**config.mk**
```make
export PLATFORM = sky130hd
export DESIGN_NAME = spi_master_tx
export DESIGN_NICKNAME = d
export VERILOG_FILES = /design/src/rtl/spi_pkg.sv /design/src/rtl/spi_clk_div.sv /design/src/rtl/spi_master_tx.sv
export SDC_FILE = /design/constraint.sdc
export NUM_CORES = 1
export LEC_CHECK = 0
export ABC_AREA = 0
export CORE_ASPECT_RATIO = 0.9
export CORE_UTILIZATION = 43
export CTS_CLUSTER_DIAMETER = 40
export CTS_CLUSTER_SIZE = 10
export DETAILED_ROUTE_END_ITERATION = 8
export PLACE_DENSITY = 0.77
export SYNTH_ARGS = -nofsm -noshare
export SYNTH_HDL_FRONTEND = slang
export SYNTH_SLANG_ARGS = --single-unit
```
**constraint.sdc**
```tcl
create_clock -name i_clk -period 1.6 [get_ports i_clk]
set_input_delay 0.4 -clock i_clk [delete_from_list [all_inputs] [get_ports i_clk]]
set_output_delay 0.4 -clock i_clk [all_outputs]
set_load 0.01 [all_outputs]
```
**src/rtl/spi_pkg.sv**
```systemverilog
// Shared SPI master types: FSM state encoding, bus mode constant and divider sizing.
// Purely declarative; no logic of its own.
package spi_pkg;

    typedef enum logic [1:0] {
        IDLE  = 2'd0,
        SHIFT = 2'd1,
        HOLD  = 2'd2
    } spi_state_e;

    // {CPOL, CPHA}: mode 0 idles SCLK low and samples on the rising edge.
    localparam logic [1:0] SPI_MODE = 2'b00;
    localparam logic       SPI_CPOL = SPI_MODE[1];

    function automatic int unsigned cnt_width(input int unsigned n);
        return (n <= 1) ? 1 : $clog2(n);
    endfunction

endpackage

```
**src/rtl/spi_clk_div.sv**
```systemverilog
// SCLK half-period divider: CLKDIV cycles per phase, strobes on the last cycle of each phase.
// Strobes are combinational from the counter; i_clear restarts a low phase on the next cycle.
module spi_clk_div
    import spi_pkg::*;
#(
    parameter int unsigned CLKDIV = 2
) (
    input  logic i_clk,
    input  logic i_reset,
    input  logic i_en,
    input  logic i_clear,
    output logic o_phase,
    output logic o_phase_end,
    output logic o_rise,
    output logic o_fall
);

    localparam int unsigned     CW     = cnt_width(CLKDIV);
    localparam logic [CW-1:0]   RELOAD = CW'(CLKDIV - 1);

    logic [CW-1:0] cnt_q, cnt_d;
    logic          phase_q, phase_d;

    always_comb begin
        cnt_d   = cnt_q;
        phase_d = phase_q;
        if (i_clear) begin
            cnt_d   = RELOAD;
            phase_d = 1'b0;
        end else if (i_en) begin
            if (cnt_q == '0) begin
                cnt_d   = RELOAD;
                phase_d = ~phase_q;
            end else begin
                cnt_d = cnt_q - 1'b1;
            end
        end
    end

    always_ff @(posedge i_clk) begin
        if (i_reset) begin
            cnt_q   <= RELOAD;
            phase_q <= 1'b0;
        end else begin
            cnt_q   <= cnt_d;
            phase_q <= phase_d;
        end
    end

    assign o_phase     = phase_q;
    assign o_phase_end = i_en && (cnt_q == '0);
    assign o_rise      = o_phase_end && !phase_q;
    assign o_fall      = o_phase_end && phase_q;

endmodule

```
**src/rtl/spi_master_tx.sv**
```systemverilog
// SPI mode-0 master: pops FWFT FIFO words and shifts them out MSB-first, CS held low across a burst.
// Pop is combinational on the FIFO head; optional receive path under SPI_MASTER_RX_EN.
module spi_master_tx
    import spi_pkg::*;
#(
    parameter int unsigned WIDTH  = 8,
    parameter int unsigned CLKDIV = 2
) (
    input  logic             i_clk,
    input  logic             i_reset,
    input  logic             i_fifo_empty,
    input  logic [WIDTH-1:0] i_fifo_data,
    output logic             o_fifo_rd,
    output logic             o_sclk,
    output logic             o_mosi,
    output logic             o_cs_n,
    output logic             o_busy,
`ifdef SPI_MASTER_RX_EN
    input  logic             i_miso,
    output logic [WIDTH-1:0] o_rx_data,
    output logic             o_rx_valid,
`endif
    output logic             o_byte_done
);

    localparam int unsigned   BW       = cnt_width(WIDTH);
    localparam logic [BW-1:0] LAST_BIT = BW'(WIDTH - 1);

    spi_state_e       state_q, state_d;
    logic [BW-1:0]    bit_q, bit_d;
    logic [WIDTH-1:0] shreg_q, shreg_d;
    logic             mosi_q, mosi_d;
    logic             cs_n_q, cs_n_d;
    logic             fifo_rd, byte_done;

    logic div_clear, div_phase, div_phase_end, div_rise, div_fall;

    spi_clk_div #(.CLKDIV(CLKDIV)) u_clk_div (
        .i_clk       (i_clk),
        .i_reset     (i_reset),
        .i_en        (state_q != IDLE),
        .i_clear     (div_clear),
        .o_phase     (div_phase),
        .o_phase_end (div_phase_end),
        .o_rise      (div_rise),
        .o_fall      (div_fall)
    );

    always_comb begin
        state_d   = state_q;
        bit_d     = bit_q;
        shreg_d   = shreg_q;
        fifo_rd   = 1'b0;
        byte_done = 1'b0;
        div_clear = 1'b0;
        unique case (state_q)
            IDLE: begin
                div_clear = 1'b1;
                if (!i_fifo_empty) begin
                    fifo_rd = 1'b1;
                    shreg_d = i_fifo_data;
                    bit_d   = '0;
                    state_d = SHIFT;
                end
            end
            SHIFT: begin
                if (div_fall) begin
                    if (bit_q == LAST_BIT) begin
                        byte_done = 1'b1;
                        // Chain the next word with no gap so the burst stays one frame.
                        if (!i_fifo_empty) begin
                            fifo_rd = 1'b1;
                            shreg_d = i_fifo_data;
                            bit_d   = '0;
                        end else begin
                            state_d = HOLD;
                        end
                    end else begin
                        bit_d   = bit_q + 1'b1;
                        shreg_d = shreg_q << 1;
                    end
                end
            end
            HOLD: begin
                if (div_phase_end) begin
                    state_d   = IDLE;
                    div_clear = 1'b1;
                end
            end
            default: state_d = IDLE;
        endcase
        if (i_reset) begin
            fifo_rd   = 1'b0;
            byte_done = 1'b0;
            div_clear = 1'b1;
        end
    end

    assign mosi_d = (state_d == SHIFT) ? shreg_d[WIDTH-1] : 1'b0;
    assign cs_n_d = (state_d == IDLE);

    always_ff @(posedge i_clk) begin
        if (i_reset) begin
            state_q <= IDLE;
            bit_q   <= '0;
            shreg_q <= '0;
            mosi_q  <= 1'b0;
            cs_n_q  <= 1'b1;
        end else begin
            state_q <= state_d;
            bit_q   <= bit_d;
            shreg_q <= shreg_d;
            mosi_q  <= mosi_d;
            cs_n_q  <= cs_n_d;
        end
    end

    assign o_fifo_rd   = fifo_rd;
    assign o_byte_done = byte_done;
    assign o_sclk      = div_phase ^ SPI_CPOL;
    assign o_mosi      = mosi_q;
    assign o_cs_n      = cs_n_q;
    assign o_busy      = (state_q != IDLE);

`ifdef SPI_MASTER_RX_EN
    logic [WIDTH-1:0] rx_sh_q, rx_data_q;
    logic             rx_valid_q;

    always_ff @(posedge i_clk) begin
        if (i_reset) begin
            rx_sh_q    <= '0;
            rx_data_q  <= '0;
            rx_valid_q <= 1'b0;
        end else begin
            if ((state_q == SHIFT) && div_rise) begin
                rx_sh_q <= (rx_sh_q << 1) | WIDTH'(i_miso);
            end
            rx_valid_q <= byte_done;
            if (byte_done) begin
                rx_data_q <= rx_sh_q;
            end
        end
    end

    assign o_rx_data  = rx_data_q;
    assign o_rx_valid = rx_valid_q;
`else
    logic unused_rise;
    assign unused_rise = div_rise;
`endif

endmodule

```
==> results of run 1 <==
==> flip-flops by register name, indices dropped and copies added, names as in the netlist <==
register	cells
u_clk_div.cnt_q	1
shreg_q	8
bit_q	3
u_clk_div.o_phase	1
o_cs_n	1
state_q	2
o_mosi	1
==> synth_stat cells (3+ instances only) <==
library cell	instances
nand2b_1	4
dfxtp_1	17
nor2_1	4
o21ai_0	7
a21oi_1	7
nand2_1	4
buf_2	3
a22oi_1	12
nand3b_1	4
==> layout make-up <==
| class | count | area (µm²) |
|---|---|---|
| Clock buffer | 3 | 22.5 |
| Clock inverter | 1 | 5.00 |
| Fill cell | 109 | 360 |
| Inverter | 2 | 7.51 |
| Multi-Input combinational cell | 64 | 579 |
| Sequential cell | 17 | 345 |
| Tap cell | 24 | 30.0 |
| Timing Repair Buffer | 38 | 367 |
==> power groups by stage <==
stage                logic, W  registers (W)  clock network, W
floorplan           0.0000691       0.000463                 0
global placement     0.000141       0.000462                 0
detailed placement   0.000144       0.000464                 0
CTS                  0.000158       0.000455          0.000237
global route         0.000197       0.000464          0.000261
finish               0.000182       0.000461          0.000235
==> how the worst min path moves through the flow <==
stage	endpoint	depth (start not counted)	slack, ns
finish	bit_q[1]	2	0.52
floorplan	u_clk_div.cnt_q	1	0.44
global placement	shreg_q[1]	2	0.48
global route	bit_q[1]	2	0.53
CTS	bit_q[1]	2	0.52
detailed placement	bit_q[1]	2	0.51
==> routing by layer <==
layer  vias up  track usage [%]
met1       424             25.9
met2        36             41.4
li1        405                -
met5         -                0
met3        12             6.38
met4         0             5.00
==> timing repair <==
item / CTS / global route
gates resized for setup: 26 / 29
hold endpoints to repair: 0 / 0
endpoints found under the setup margin: 17 / 15
setup buffers: 1 / 3
pin swaps: 4 / 12
==> worst max-delay path: cells and delay by family, from the launching register on <==
| family | cells | cell delay [ns] |
|---|---|---|
| AOI/OAI and AO/OA | 1 | 0.06 |
| adders and majority gates | 2 | 0.26 |
| buffers and inverters | 1 | 0.10 |
| DFF | 1 | 0.36 |
| and+or+nand+nor | 2 | 0.45 |
==> per-stage QoR <==
stage	hold slack, ns	setup TNS (ns)	std cells
after floorplan	0.440	-0.0491	89
after global placement	0.481	-4.79	141
after detailed placement	0.509	-5.34	141
after CTS	0.522	-1.25	146
after global routing	0.529	-3.36	149
final	0.520	-2.35	149
==> logic make-up after synthesis <==
family,after synthesis
AOI/OAI and AO/OA,32
and+or+nand+nor,29
buffers and inverters,8
adders and majority gates,2
DFF,17
muxes,1
==> results.txt, run 1 <==
ranking of synthesized cells by area: dfxtp_1 42%, a22oi_1 11%, a21oi_1 4.3%, o21ai_0 4.3%, nand3b_1 3.7%
failing checks: negative setup slack
vias per cell: 5.89
metal3 WL: 142 µm
Max VDD drop: 0.574 mV
MaxCap Viol Count: 0
CP arrival: 1.54 ns
first-pass GRT wire length: 3380 µm
Post-Place Worst Slack: -0.657 ns
Antenna Violating Nets Remaining: 0
GRT Overall Usage: 23.1%
Core ar.: 0.00172 mm²
die area: 0.00206 mm²
HP Class: flop to flop
fin nets: 139
final wirelength: 2600 µm
Fin. Hold Viols: 0
switching power: 0.000243 W
RR Startpoint: bit_q[0]
CTS H-tree lvls: 1
GPL Wtd Cong: 0.787
setup ws final: -0.335 ns
Top Ports: 17
initial antenna violation count: 0
status: finished, violations left
Min Clock Period, post-route: 1.94 ns
Post-DP Area: 0.00114 mm²
internal power: 0.000634 W
layout cells sized above 1: 48.0%
Seq cells post-synth: 17
P_leak: 0.495 nW
vias in the first global route: 797
Setup CP Type: flop to output port
Compound-Gate Fraction of Synth Area: 26.6%
worst setup path endpoint: o_fifo_rd
Pre-antenna DRT Iters: 4
combinational group share of total power: 20.8%
reg2reg end: shreg_q[5]
commonest cells after routing, fill and taps aside: 13 x dfxtp_1, 12 x buf_4, 10 x clkdlybuf4s50_1
Clk Latency, worst-skew pair: 0.30 ns
dpl hpwl: 1440 µm
CP max FO: 2
commonest non-fill, non-tap cell in the layout: dfxtp_1
# diodes: 0
Pwr Density: 647 mW/mm²
total power: 0.000878 W
RSZ-0062 raised after global routing: true
Achievable Freq: 0.517 GHz
Worst path max stage delay: 0.36 ns
Final Core Density: 79.0%
Syn. warnings: 0
worst hold start: bit_q[1]
sequential group share of total power: 52.5%
crit path launch: bit_q[1]
floorplan row count: 14
sw frac: 27.7%
Req. time, crit path: 1.20 ns
number of flops mapped to enable cells by yosys: 0
Post-Synth Simple-Gate Area: 21.9%
XOR/XNOR Fraction of Synth Area: 0%
relative slew slack: 49.5%
CP Cell Sequence: ha_4 -> ha_4 -> a21boi_2 -> or3_4 -> nor2_4 -> buf_6
worst-margin pin slew: 0.757 ns
Metal-1 WL: 1030 µm
# hold bufs at CTS: 0
met2 WL: 1350 µm
CP Launch Type: flop
syn nets: 102
routed len/inst: 17.5 µm
Final Instance Area: 0.00136 mm²
largest net degree at the start of global routing: 16
DRC: 0
syn_area_per_cell: 9.10 µm²
grt ovf: 0
Starting Density: 47.2%
IO Port Bufs: 16
critical path endpoint category: output port
Mapped Cells: 89
Top cell by count, worst path: ha_4
cts bufs inserted: 3
die width: 47.7 µm
Final Max Tran Viols: 0
Mapped Area: 810 µm²
Post-synth ARST share: 0%
DR top layer: met4
Synth-to-Final Area Change: 67.5%
main combinational cell family by area after synthesis: compound AO/OA/AOI/OAI gates
share of the synthesized area in the top cell type: 42.0%
clock transition at the registers of the reported paths: 0.09 ns
clock sinks: 17
CTS tree: done
Max Root-Sink Buffers: 2
reg2reg setup slack: -0.21 ns
R2R cell count: 10
final setup vio count: 14
Synth cell types: 29
Fin Clk Skew: 0.00851 ns
slowest stage cell, crit path: dfxtp_2
sequential share of the synthesized area: 42.0%
clock network power share: 26.7%
Die Y-Extent: 43.2 µm
cell taking the most area after synthesis: dfxtp_1
Synth Area in Adders: 3.09%
Via Count: 877
mux cell area share after synthesis: 1.24%
Top FF cell, synth: dfxtp_1
Initial DRC Count: 30
period utilization: 121%
Root Driver: clkbuf_4
(Power assumes the default switching activity.)
==> run 2: changes to the inputs <==
CORE_UTILIZATION = 47   (was 43)
PLACE_DENSITY = 0.79   (was 0.77)
SYNTH_HIERARCHICAL = 1   (was not set)
==> results.txt, run 2 <==
Post-Place Worst Slack: -0.559 ns
GPL Wtd Cong: 0.766
setup ws final: -0.403 ns
clock sinks: 17
MaxCap Viol Count: 0
initial antenna violation count: 0
largest registers: shreg_q: 8 flops, bit_q: 3 flops, state_q: 2 flops
Initial DRC Count: 26
RSZ-0062 raised after global routing: true
fin nets: 160
vias in the first global route: 872
die width: 53.2 µm
dpl hpwl: 1660 µm
# hold bufs at CTS: 0
status: finished, violations left
Syn. warnings: 6
max reg flops: 8
Top reg by flops: shreg_q
Fin Clk Skew: 0.0100 ns
Root Driver: clkbuf_4
Via Count: 968
worst-margin pin slew: 0.331 ns
commonest non-fill, non-tap cell in the layout: buf_4
cts bufs inserted: 3
Starting Density: 50.4%
Pwr Density: 613 mW/mm²
total power: 0.000941 W
placed cells: 161
Worst path max stage delay: 0.33 ns
Achievable Freq: 0.499 GHz
IO Port Bufs: 16
syn_area_per_cell: 9.91 µm²
clock transition at the registers of the reported paths: 0.10 ns
Mapped Cells: 112
relative slew slack: 77.9%
Fin. Hold Viols: 0
# diodes: 0
failing checks: negative setup slack
Setup CP Type: flop to flop
Final Core Density: 69.8%
vias per cell: 5.60
Die Y-Extent: 48.1 µm
Max VDD drop: 0.525 mV
final wirelength: 2890 µm
CP max FO: 6
syn nets: 125
CP Launch Type: flop
Req. time, crit path: 1.80 ns
multi-input logic area: 763 µm²
Final Max Tran Viols: 0
Core ar.: 0.00220 mm²
commonest cells after routing, fill and taps aside: 17 x buf_4, 15 x dfxtp_1, 13 x nor2_1
floorplan row count: 16
Antenna Violating Nets Remaining: 0
largest net degree at the start of global routing: 18
routed len/inst: 16.7 µm
P_leak: 0.609 nW
Filler cells: 154
Max Root-Sink Buffers: 2
Layout Cells excl Fill: 173
DRC: 0
CTS tree: done
CP arrival: 2.20 ns
critical path endpoint category: flop
Synth-to-Final Area Change: 38.4%
CP Cell Sequence: or2_4 -> nor2b_4 -> and2_4 -> nand2_4 -> buf_4 -> buf_6 -> buf_6 -> buf_6 -> a21oi_4 -> buf_12 -> a221oi_2 -> nor3_2
CTS H-tree lvls: 1
GRT Overall Usage: 22.2%
Clk Latency, worst-skew pair: 0.30 ns
Mapped Area: 0.00111 mm²
grt ovf: 0
Pre-antenna DRT Iters: 4
layout cells sized above 1: 49.3%
period utilization: 125%
Min Clock Period, post-route: 2.00 ns
final setup vio count: 13
HP Class: flop to flop
Top Ports: 17
die area: 0.00256 mm²
Top cell by count, worst path: buf_6
Register Area: 343 µm²
first-pass GRT wire length: 3920 µm
slowest stage cell, crit path: dfxtp_2
## run 2: repair_timing
item | 4_1_cts | 5_1_grt
resized for setup | 22 | 9
cloned | 1 | 0
buffers inserted | 3 | 5
setup endpoints to repair | 14 | 15
pin swaps | 11 | 19
## run 2: layer usage
layer  global-route usage (%)  vias to the layer above  share of wire, %
met2                     37.0                       19                51
met3                     6.54                        9               3.7
met1                     26.7                      474                43
met4                     10.5                        0               2.1
met5                        0                        -                 0
li1                         -                      466                 -
## run 2: final cells by class
class / instances / share of cell area (%)
clock buffer: 4 / 1.71
multi-input combinational: 78 / 49.7
inverter: 9 / 2.36
timing repair buffer: 38 / 21.7
sequential: 17 / 22.3
tap: 27 / 2.20
## run 2: through the flow
step | TNS, ns | hold WS (ns) | area, µm²
floorplan | -0.415 | 0.470 | 1130
global placement | -4.44 | 0.488 | 1370
detailed placement | -4.90 | 0.503 | 1370
CTS | -0.836 | 0.527 | 1440
global route | -4.50 | 0.563 | 1540
finish | -3.50 | 0.518 | 1540
## run 2: worst paths after layout
kind	startpoint	to	slack, ns	cells after the start
worst max-delay path	state_q[1]	shreg_q[1]	-0.40	12
worst min-delay path	bit_q[2]	bit_q[2]	0.52	2
worst max register to register	state_q[1]	shreg_q[1]	-0.40	12
worst min register to register	bit_q[2]	bit_q[2]	0.52	2
## run 2: power by group
group	internal, W	switching [W]
Sequential	0.000444	0.0000155
Combinational	0.000132	0.000116
Clock	0.0000972	0.000137
## run 2: critical path, delay by kind of cell, from the launching register on
family | cells | cell delay (ns)
simple gates | 5 | 0.67
buf+inv | 5 | 0.52
compound gates | 2 | 0.37
flops | 1 | 0.33
